File: config.mk
export PLATFORM = sky130hd
export DESIGN_NAME = mem_arbiter
export DESIGN_NICKNAME = d
export VERILOG_FILES = /design/src/rtl/mem_arb_pkg.sv /design/src/rtl/mem_arb_perf.sv /design/src/rtl/mem_arbiter.sv
export SDC_FILE = /design/constraint.sdc
export NUM_CORES = 1
export LEC_CHECK = 0
export ABC_CLOCK_PERIOD_IN_PS = 3300
export BUFFER_PORTS_ARGS = -buffer_cell sky130_fd_sc_hd__clkbuf_2
export CAP_MARGIN = 20
export CORE_ASPECT_RATIO = 1.1
export CORE_MARGIN = 2
export CORE_UTILIZATION = 45
export CTS_CLUSTER_DIAMETER = 120
export DETAILED_ROUTE_END_ITERATION = 7
export PLACE_DENSITY = 0.73
export SYNTH_ARGS = -nofsm -noshare
export SYNTH_HDL_FRONTEND = slang
export SYNTH_SLANG_ARGS = --single-unit
File: constraint.sdc
create_clock -name clk -period 3.3 [get_ports clk]
set_input_delay 0.33 -clock clk [delete_from_list [all_inputs] [get_ports clk]]
set_output_delay 0.33 -clock clk [all_outputs]
set_load 0.01 [all_outputs]
File: src/rtl/mem_arb_pkg.sv
// Shared types and constants for the fetch/data memory arbiter.
package mem_arb_pkg;

    typedef enum logic [1:0] {
        IDLE,
        BUSY_I,
        BUSY_D,
        RESP
    } arb_state_e;

    typedef enum logic {
        PORT_I,
        PORT_D
    } port_id_e;

    localparam int WAIT_CNT_W = 16;
    localparam int PERF_CNT_W = 32;

endpackage

File: src/rtl/mem_arb_perf.sv
// Wrapping event counters for arbiter grants and request conflicts.
module mem_arb_perf
    import mem_arb_pkg::*;
(
    input  logic                  clk,
    input  logic                  rst,
    input  logic                  grant_i,
    input  logic                  grant_d,
    input  logic                  conflict,
    output logic [PERF_CNT_W-1:0] grant_i_cnt,
    output logic [PERF_CNT_W-1:0] grant_d_cnt,
    output logic [PERF_CNT_W-1:0] conflict_cnt
);

    logic [PERF_CNT_W-1:0] grant_i_cnt_q, grant_i_cnt_d;
    logic [PERF_CNT_W-1:0] grant_d_cnt_q, grant_d_cnt_d;
    logic [PERF_CNT_W-1:0] conflict_cnt_q, conflict_cnt_d;

    always_comb begin
        grant_i_cnt_d  = grant_i_cnt_q + PERF_CNT_W'(grant_i);
        grant_d_cnt_d  = grant_d_cnt_q + PERF_CNT_W'(grant_d);
        conflict_cnt_d = conflict_cnt_q + PERF_CNT_W'(conflict);
    end

    always_ff @(posedge clk or negedge rst) begin
        if (!rst) begin
            grant_i_cnt_q  <= '0;
            grant_d_cnt_q  <= '0;
            conflict_cnt_q <= '0;
        end else begin
            grant_i_cnt_q  <= grant_i_cnt_d;
            grant_d_cnt_q  <= grant_d_cnt_d;
            conflict_cnt_q <= conflict_cnt_d;
        end
    end

    assign grant_i_cnt  = grant_i_cnt_q;
    assign grant_d_cnt  = grant_d_cnt_q;
    assign conflict_cnt = conflict_cnt_q;

endmodule

File: src/rtl/mem_arbiter.sv
// Fetch/data arbiter in front of one backing memory, with ack timeout and sticky err.
// Define MEM_ARB_PERF_EN to add grant/conflict performance counters.
module mem_arbiter
    import mem_arb_pkg::*;
#(
    parameter int ADDRESS_WIDTH = 32,
    parameter int DATA_WIDTH    = 32,
    parameter int TIMEOUT       = 255
) (
    input  logic                      clk,
    input  logic                      rst,
    input  logic                      if_req,
    input  logic [ADDRESS_WIDTH-1:0]  if_addr,
    output logic [DATA_WIDTH-1:0]     if_rdata,
    output logic                      if_ready,
    input  logic                      d_req,
    input  logic                      d_we,
    input  logic [DATA_WIDTH/8-1:0]   d_be,
    input  logic [ADDRESS_WIDTH-1:0]  d_addr,
    input  logic [DATA_WIDTH-1:0]     d_wdata,
    output logic [DATA_WIDTH-1:0]     d_rdata,
    output logic                      d_ready,
    output logic                      mem_req,
    output logic                      mem_we,
    output logic [DATA_WIDTH/8-1:0]   mem_be,
    output logic [ADDRESS_WIDTH-1:0]  mem_addr,
    output logic [DATA_WIDTH-1:0]     mem_wdata,
    input  logic [DATA_WIDTH-1:0]     mem_rdata,
    input  logic                      mem_ack,
    output logic                      err
`ifdef MEM_ARB_PERF_EN
    ,
    output logic [PERF_CNT_W-1:0]     grant_i_cnt,
    output logic [PERF_CNT_W-1:0]     grant_d_cnt,
    output logic [PERF_CNT_W-1:0]     conflict_cnt
`endif
);

    localparam int BE_WIDTH = DATA_WIDTH / 8;
    localparam logic [WAIT_CNT_W-1:0] TIMEOUT_CNT = WAIT_CNT_W'(TIMEOUT);

    arb_state_e                state_q, state_d;
    port_id_e                  last_q, last_d;
    logic [WAIT_CNT_W-1:0]     wait_cnt_q, wait_cnt_d;
    logic                      mem_req_q, mem_req_d;
    logic                      mem_we_q, mem_we_d;
    logic [BE_WIDTH-1:0]       mem_be_q, mem_be_d;
    logic [ADDRESS_WIDTH-1:0]  mem_addr_q, mem_addr_d;
    logic [DATA_WIDTH-1:0]     mem_wdata_q, mem_wdata_d;
    logic [DATA_WIDTH-1:0]     if_rdata_q, if_rdata_d;
    logic [DATA_WIDTH-1:0]     d_rdata_q, d_rdata_d;
    logic                      if_ready_q, if_ready_d;
    logic                      d_ready_q, d_ready_d;
    logic                      err_q, err_d;
    logic                      gnt_fetch, gnt_data, timeout_hit;
    logic [DATA_WIDTH-1:0]     capture;

    always_comb begin
        state_d     = state_q;
        last_d      = last_q;
        wait_cnt_d  = wait_cnt_q;
        mem_req_d   = mem_req_q;
        mem_we_d    = mem_we_q;
        mem_be_d    = mem_be_q;
        mem_addr_d  = mem_addr_q;
        mem_wdata_d = mem_wdata_q;
        if_rdata_d  = if_rdata_q;
        d_rdata_d   = d_rdata_q;
        if_ready_d  = 1'b0;
        d_ready_d   = 1'b0;
        err_d       = err_q;
        gnt_fetch   = 1'b0;
        gnt_data    = 1'b0;
        timeout_hit = (wait_cnt_q + WAIT_CNT_W'(1)) == TIMEOUT_CNT;
        capture     = mem_ack ? mem_rdata : '0;

        case (state_q)
            IDLE: begin
                // On a tie the port that did not win last time goes first.
                gnt_data  = d_req && (!if_req || last_q == PORT_I);
                gnt_fetch = if_req && !gnt_data;
                if (gnt_data) begin
                    state_d     = BUSY_D;
                    last_d      = PORT_D;
                    wait_cnt_d  = '0;
                    mem_req_d   = 1'b1;
                    mem_we_d    = d_we;
                    mem_be_d    = d_be;
                    mem_addr_d  = d_addr;
                    mem_wdata_d = d_wdata;
                end else if (gnt_fetch) begin
                    state_d     = BUSY_I;
                    last_d      = PORT_I;
                    wait_cnt_d  = '0;
                    mem_req_d   = 1'b1;
                    mem_we_d    = 1'b0;
                    mem_be_d    = '1;
                    mem_addr_d  = if_addr;
                    mem_wdata_d = '0;
                end
            end
            BUSY_I, BUSY_D: begin
                wait_cnt_d = wait_cnt_q + WAIT_CNT_W'(1);
                // A timed-out transaction still completes, returning zero data.
                if (mem_ack || timeout_hit) begin
                    state_d   = RESP;
                    mem_req_d = 1'b0;
                    if (!mem_ack) begin
                        err_d = 1'b1;
                    end
                    if (state_q == BUSY_I) begin
                        if_rdata_d = capture;
                        if_ready_d = 1'b1;
                    end else begin
                        d_rdata_d = capture;
                        d_ready_d = 1'b1;
                    end
                end
            end
            RESP: begin
                state_d = IDLE;
            end
            default: begin
                state_d = IDLE;
            end
        endcase
    end

    always_ff @(posedge clk or negedge rst) begin
        if (!rst) begin
            state_q     <= IDLE;
            last_q      <= PORT_I;
            wait_cnt_q  <= '0;
            mem_req_q   <= 1'b0;
            mem_we_q    <= 1'b0;
            mem_be_q    <= '0;
            mem_addr_q  <= '0;
            mem_wdata_q <= '0;
            if_rdata_q  <= '0;
            d_rdata_q   <= '0;
            if_ready_q  <= 1'b0;
            d_ready_q   <= 1'b0;
            err_q       <= 1'b0;
        end else begin
            state_q     <= state_d;
            last_q      <= last_d;
            wait_cnt_q  <= wait_cnt_d;
            mem_req_q   <= mem_req_d;
            mem_we_q    <= mem_we_d;
            mem_be_q    <= mem_be_d;
            mem_addr_q  <= mem_addr_d;
            mem_wdata_q <= mem_wdata_d;
            if_rdata_q  <= if_rdata_d;
            d_rdata_q   <= d_rdata_d;
            if_ready_q  <= if_ready_d;
            d_ready_q   <= d_ready_d;
            err_q       <= err_d;
        end
    end

    assign if_rdata  = if_rdata_q;
    assign if_ready  = if_ready_q;
    assign d_rdata   = d_rdata_q;
    assign d_ready   = d_ready_q;
    assign mem_req   = mem_req_q;
    assign mem_we    = mem_we_q;
    assign mem_be    = mem_be_q;
    assign mem_addr  = mem_addr_q;
    assign mem_wdata = mem_wdata_q;
    assign err       = err_q;

`ifdef MEM_ARB_PERF_EN
    logic conflict;
    assign conflict = (state_q == IDLE) && if_req && d_req;

    mem_arb_perf u_perf (
        .clk          (clk),
        .rst          (rst),
        .grant_i      (gnt_fetch),
        .grant_d      (gnt_data),
        .conflict     (conflict),
        .grant_i_cnt  (grant_i_cnt),
        .grant_d_cnt  (grant_d_cnt),
        .conflict_cnt (conflict_cnt)
    );
`endif

endmodule
==> results by group <==
Outcome
  – Outcome: completed

Critical path
  – R2R Path Start: wait_cnt_q[0]
  – Critical path endpoint category: register
  – CP required: 3.58 ns
  – Reg2reg end: d_rdata[24]
  – Critical Path End: d_rdata[24]
  – R2R Setup Slk: 0.73 ns
  – Crit path kind: reg2reg
  – WP data arrival: 2.86 ns
  – Nature of the critical path startpoint: register
  – Critical path fanouts, max: 37
  – Setup crit start: wait_cnt_q[0]
  – R2R depth: 8

Synthesis
  – EDFF count, synth: 0
  – Async S/R FF share, synth: 100%
  – Syn Nets: 828
  – Sequential cell area fraction in the yosys report: 54.0%
  – Largest cells by area after synthesis: dfrtp_1, a22oi_1, o21ai_0
  – FF+latch count, synth: 156
  – Syn Std Cell Area: 7230 um2
  – Cells after synthesis: 685
  – Yosys top cell area share: 54.0%
  – Dominant synthesized flop cell: dfrtp_1
  – Cell taking the most area after synthesis: dfrtp_1
  – Netlist cell types: 53
  – Post-Syn Area per Cell: 10.6 um2
  – Synth warn: 0

Global routing
  – Gr busiest metal: met2
  – Initial antenna violation count: 1
  – Gr ovfl total: 0
  – GR Util met2: 37.7%
  – Total GRT Usage: 23.1%
  – Largest net degree at the start of global routing: 88
  – Met3 Use GR: 7.51%
  – GRT met1 Usage: 27.5%
  – Number of global-route vias before repair: 5961
  – First-pass GRT wire length: 31.0 mm

Power and ir drop
  – PwrDens: 997 nW/um2
  – Total Power: 9.32 mW
  – P_leak: 4.86 nW
  – Worst VDD drop: 0.000511 V

Floorplan
  – I/O pin total: 275
  – FP Rows: 48
  – Die width: 125 um
  – Die height: 137 um
  – Core area: 15700 um2
  – Starting density of the core: 45.9%
  – Die area: 17100 um2

CTS
  – Clk buf depth: 2
  – Clk pin slew, worst setup/hold paths: 0.07 ns
  – Clk Latency, worst-skew pair: 0.43 ns
  – Clock tree from TritonCTS: done
  – Num CTS Buffers: 17
  – Root Driver: clkbuf_16
  – H-tree levels: 4
  – Clock sinks: 156
  – Cts repair resizes: 0

Place
  – HPWL after DPL: 14.5 mm
  – Area of placed instances: 8710 um2
  – Place WS: 0.767 ns
  – RePlAce Congestion: 0.832
  – PortBufs: 274

STA
  – Min Hold Slack: 0.111 ns
  – Fin. max-slew vios: 0
  – Fin crit period: 2.57 ns
  – TNS Setup: 0 ns
  – Endpoints failing setup: 0
  – Slew margin rel.: 36.3%
  – PnR worst setup slack: 0.727 ns
  – Maximum clock rate: 389 MHz
  – RSZ-0062 raised after global routing: false
  – Final worst path period share: 78.0%
  – Worst Max-Slew Pin Slew: 0.956 ns
  – Clock skew: 0.0185 ns
  – Hold Fails Final Rpt: 0

Flow run
  – MaxCap Viol Count: 0

Detailed routing
  – DR DRC count: 0
  – Vias per std cell: 5.35
  – Initial DRC Count: 375
  – Routed WL: 19.9 mm
  – Wire per inst: 17.3 um
  – Vias after detailed routing: 6158
  – 1st-pass router iterations: 5
  – Final ANT Viol Nets: 0

Finish
  – Most frequent cells in the layout: clkbuf_2, dfrtp_1, o21ai_0
  – Layout area overhead: 29.4%
  – Most common cell after layout, fill and taps aside: clkbuf_2
  – Share of cells above drive strength 1: 38.5%
  – Design Area, Final: 9350 um2
  – Fin nets: 1081

Hold path
  – Hold Startpoint: d_wdata[6]
  – Worst hold path class: in2reg
state kept, by name, indices dropped and copies added (netlist names):
name / flops
d_rdata: 32
if_rdata: 32
mem_addr: 32
mem_wdata: 32
wait_cnt_q: 16
mem_be: 4
state_q: 2
d_ready: 1
err: 1
if_ready: 1
last_q: 1
mem_req: 1
mem_we: 1
metal layers:
metal	up-vias	share of wire, %
li1	2944	-
met1	2916	39
met2	251	49
met3	47	7.8
met4	0	4.4
met5	-	0
what timing repair did:
item,CTS,global route
hold buffers,1,0
hold endpoints to repair,2,0
buffers inserted,0,0
endpoints found under the setup margin,0,0
worst max-delay path, stage by stage, from the launching register on:
cell	delay, ns
dfrtp_1	0.49
ha_1	0.34
and4_1	0.32
nand4_1	0.15
xor2_1	0.19
o2111ai_2	0.20
o21ai_4	0.17
buf_4	0.41
o21ai_0	0.16
through the flow:
stage	util (%)	instances
global route	59.4	1152
floorplan	-	685
CTS	59.4	1151
detailed placement	55.4	1118
finish	59.4	1152
global placement	55.4	1118
kinds of logic after synthesis:
group           Yosys count  share of synthesized area [%]
buf+inv                 128                           7.81
xor+xnor                  2                          0.242
fa+ha+maj                 5                          0.865
flops                   156                           54.0
simple gates            103                           7.11
compound gates          255                           24.9
mux                      36                           5.07
synthesized netlist by cell type (9+ instances only):
| master | count |
|---|---|
| a22o_1 | 41 |
| a21oi_1 | 10 |
| o21ai_2 | 31 |
| inv_1 | 70 |
| a22oi_1 | 64 |
| nand2_1 | 54 |
| nand3_1 | 9 |
| o21ai_0 | 78 |
| buf_2 | 9 |
| clkbuf_1 | 36 |
| mux2i_1 | 34 |
| dfrtp_1 | 156 |
worst min-delay path by stage:
stage,endpoint,slack (ns),depth (start not counted)
finish,mem_wdata[6],0.11,2
global route,mem_wdata[6],0.1,2
detailed placement,d_rdata[15],0.46,1
CTS,mem_wdata[6],0.09,2
floorplan,d_rdata[0],0.03,0
global placement,d_rdata[15],0.45,1
final cells by class:
cell class	count	area, um2
fill	1365	6380
sequential	156	3900
multi-input combinational	401	2800
timing repair buffer	291	1510
clock buffer	17	425
inverter	71	267
tap	200	250
clock inverter	15	200
antenna	1	2.50
report_power, final:
part | switching (mW) | internal (mW)
combinational | 2.27 | 1.66
sequential | 0.608 | 2.74
clock | 0.887 | 1.16
(Power assumes the default switching activity.)
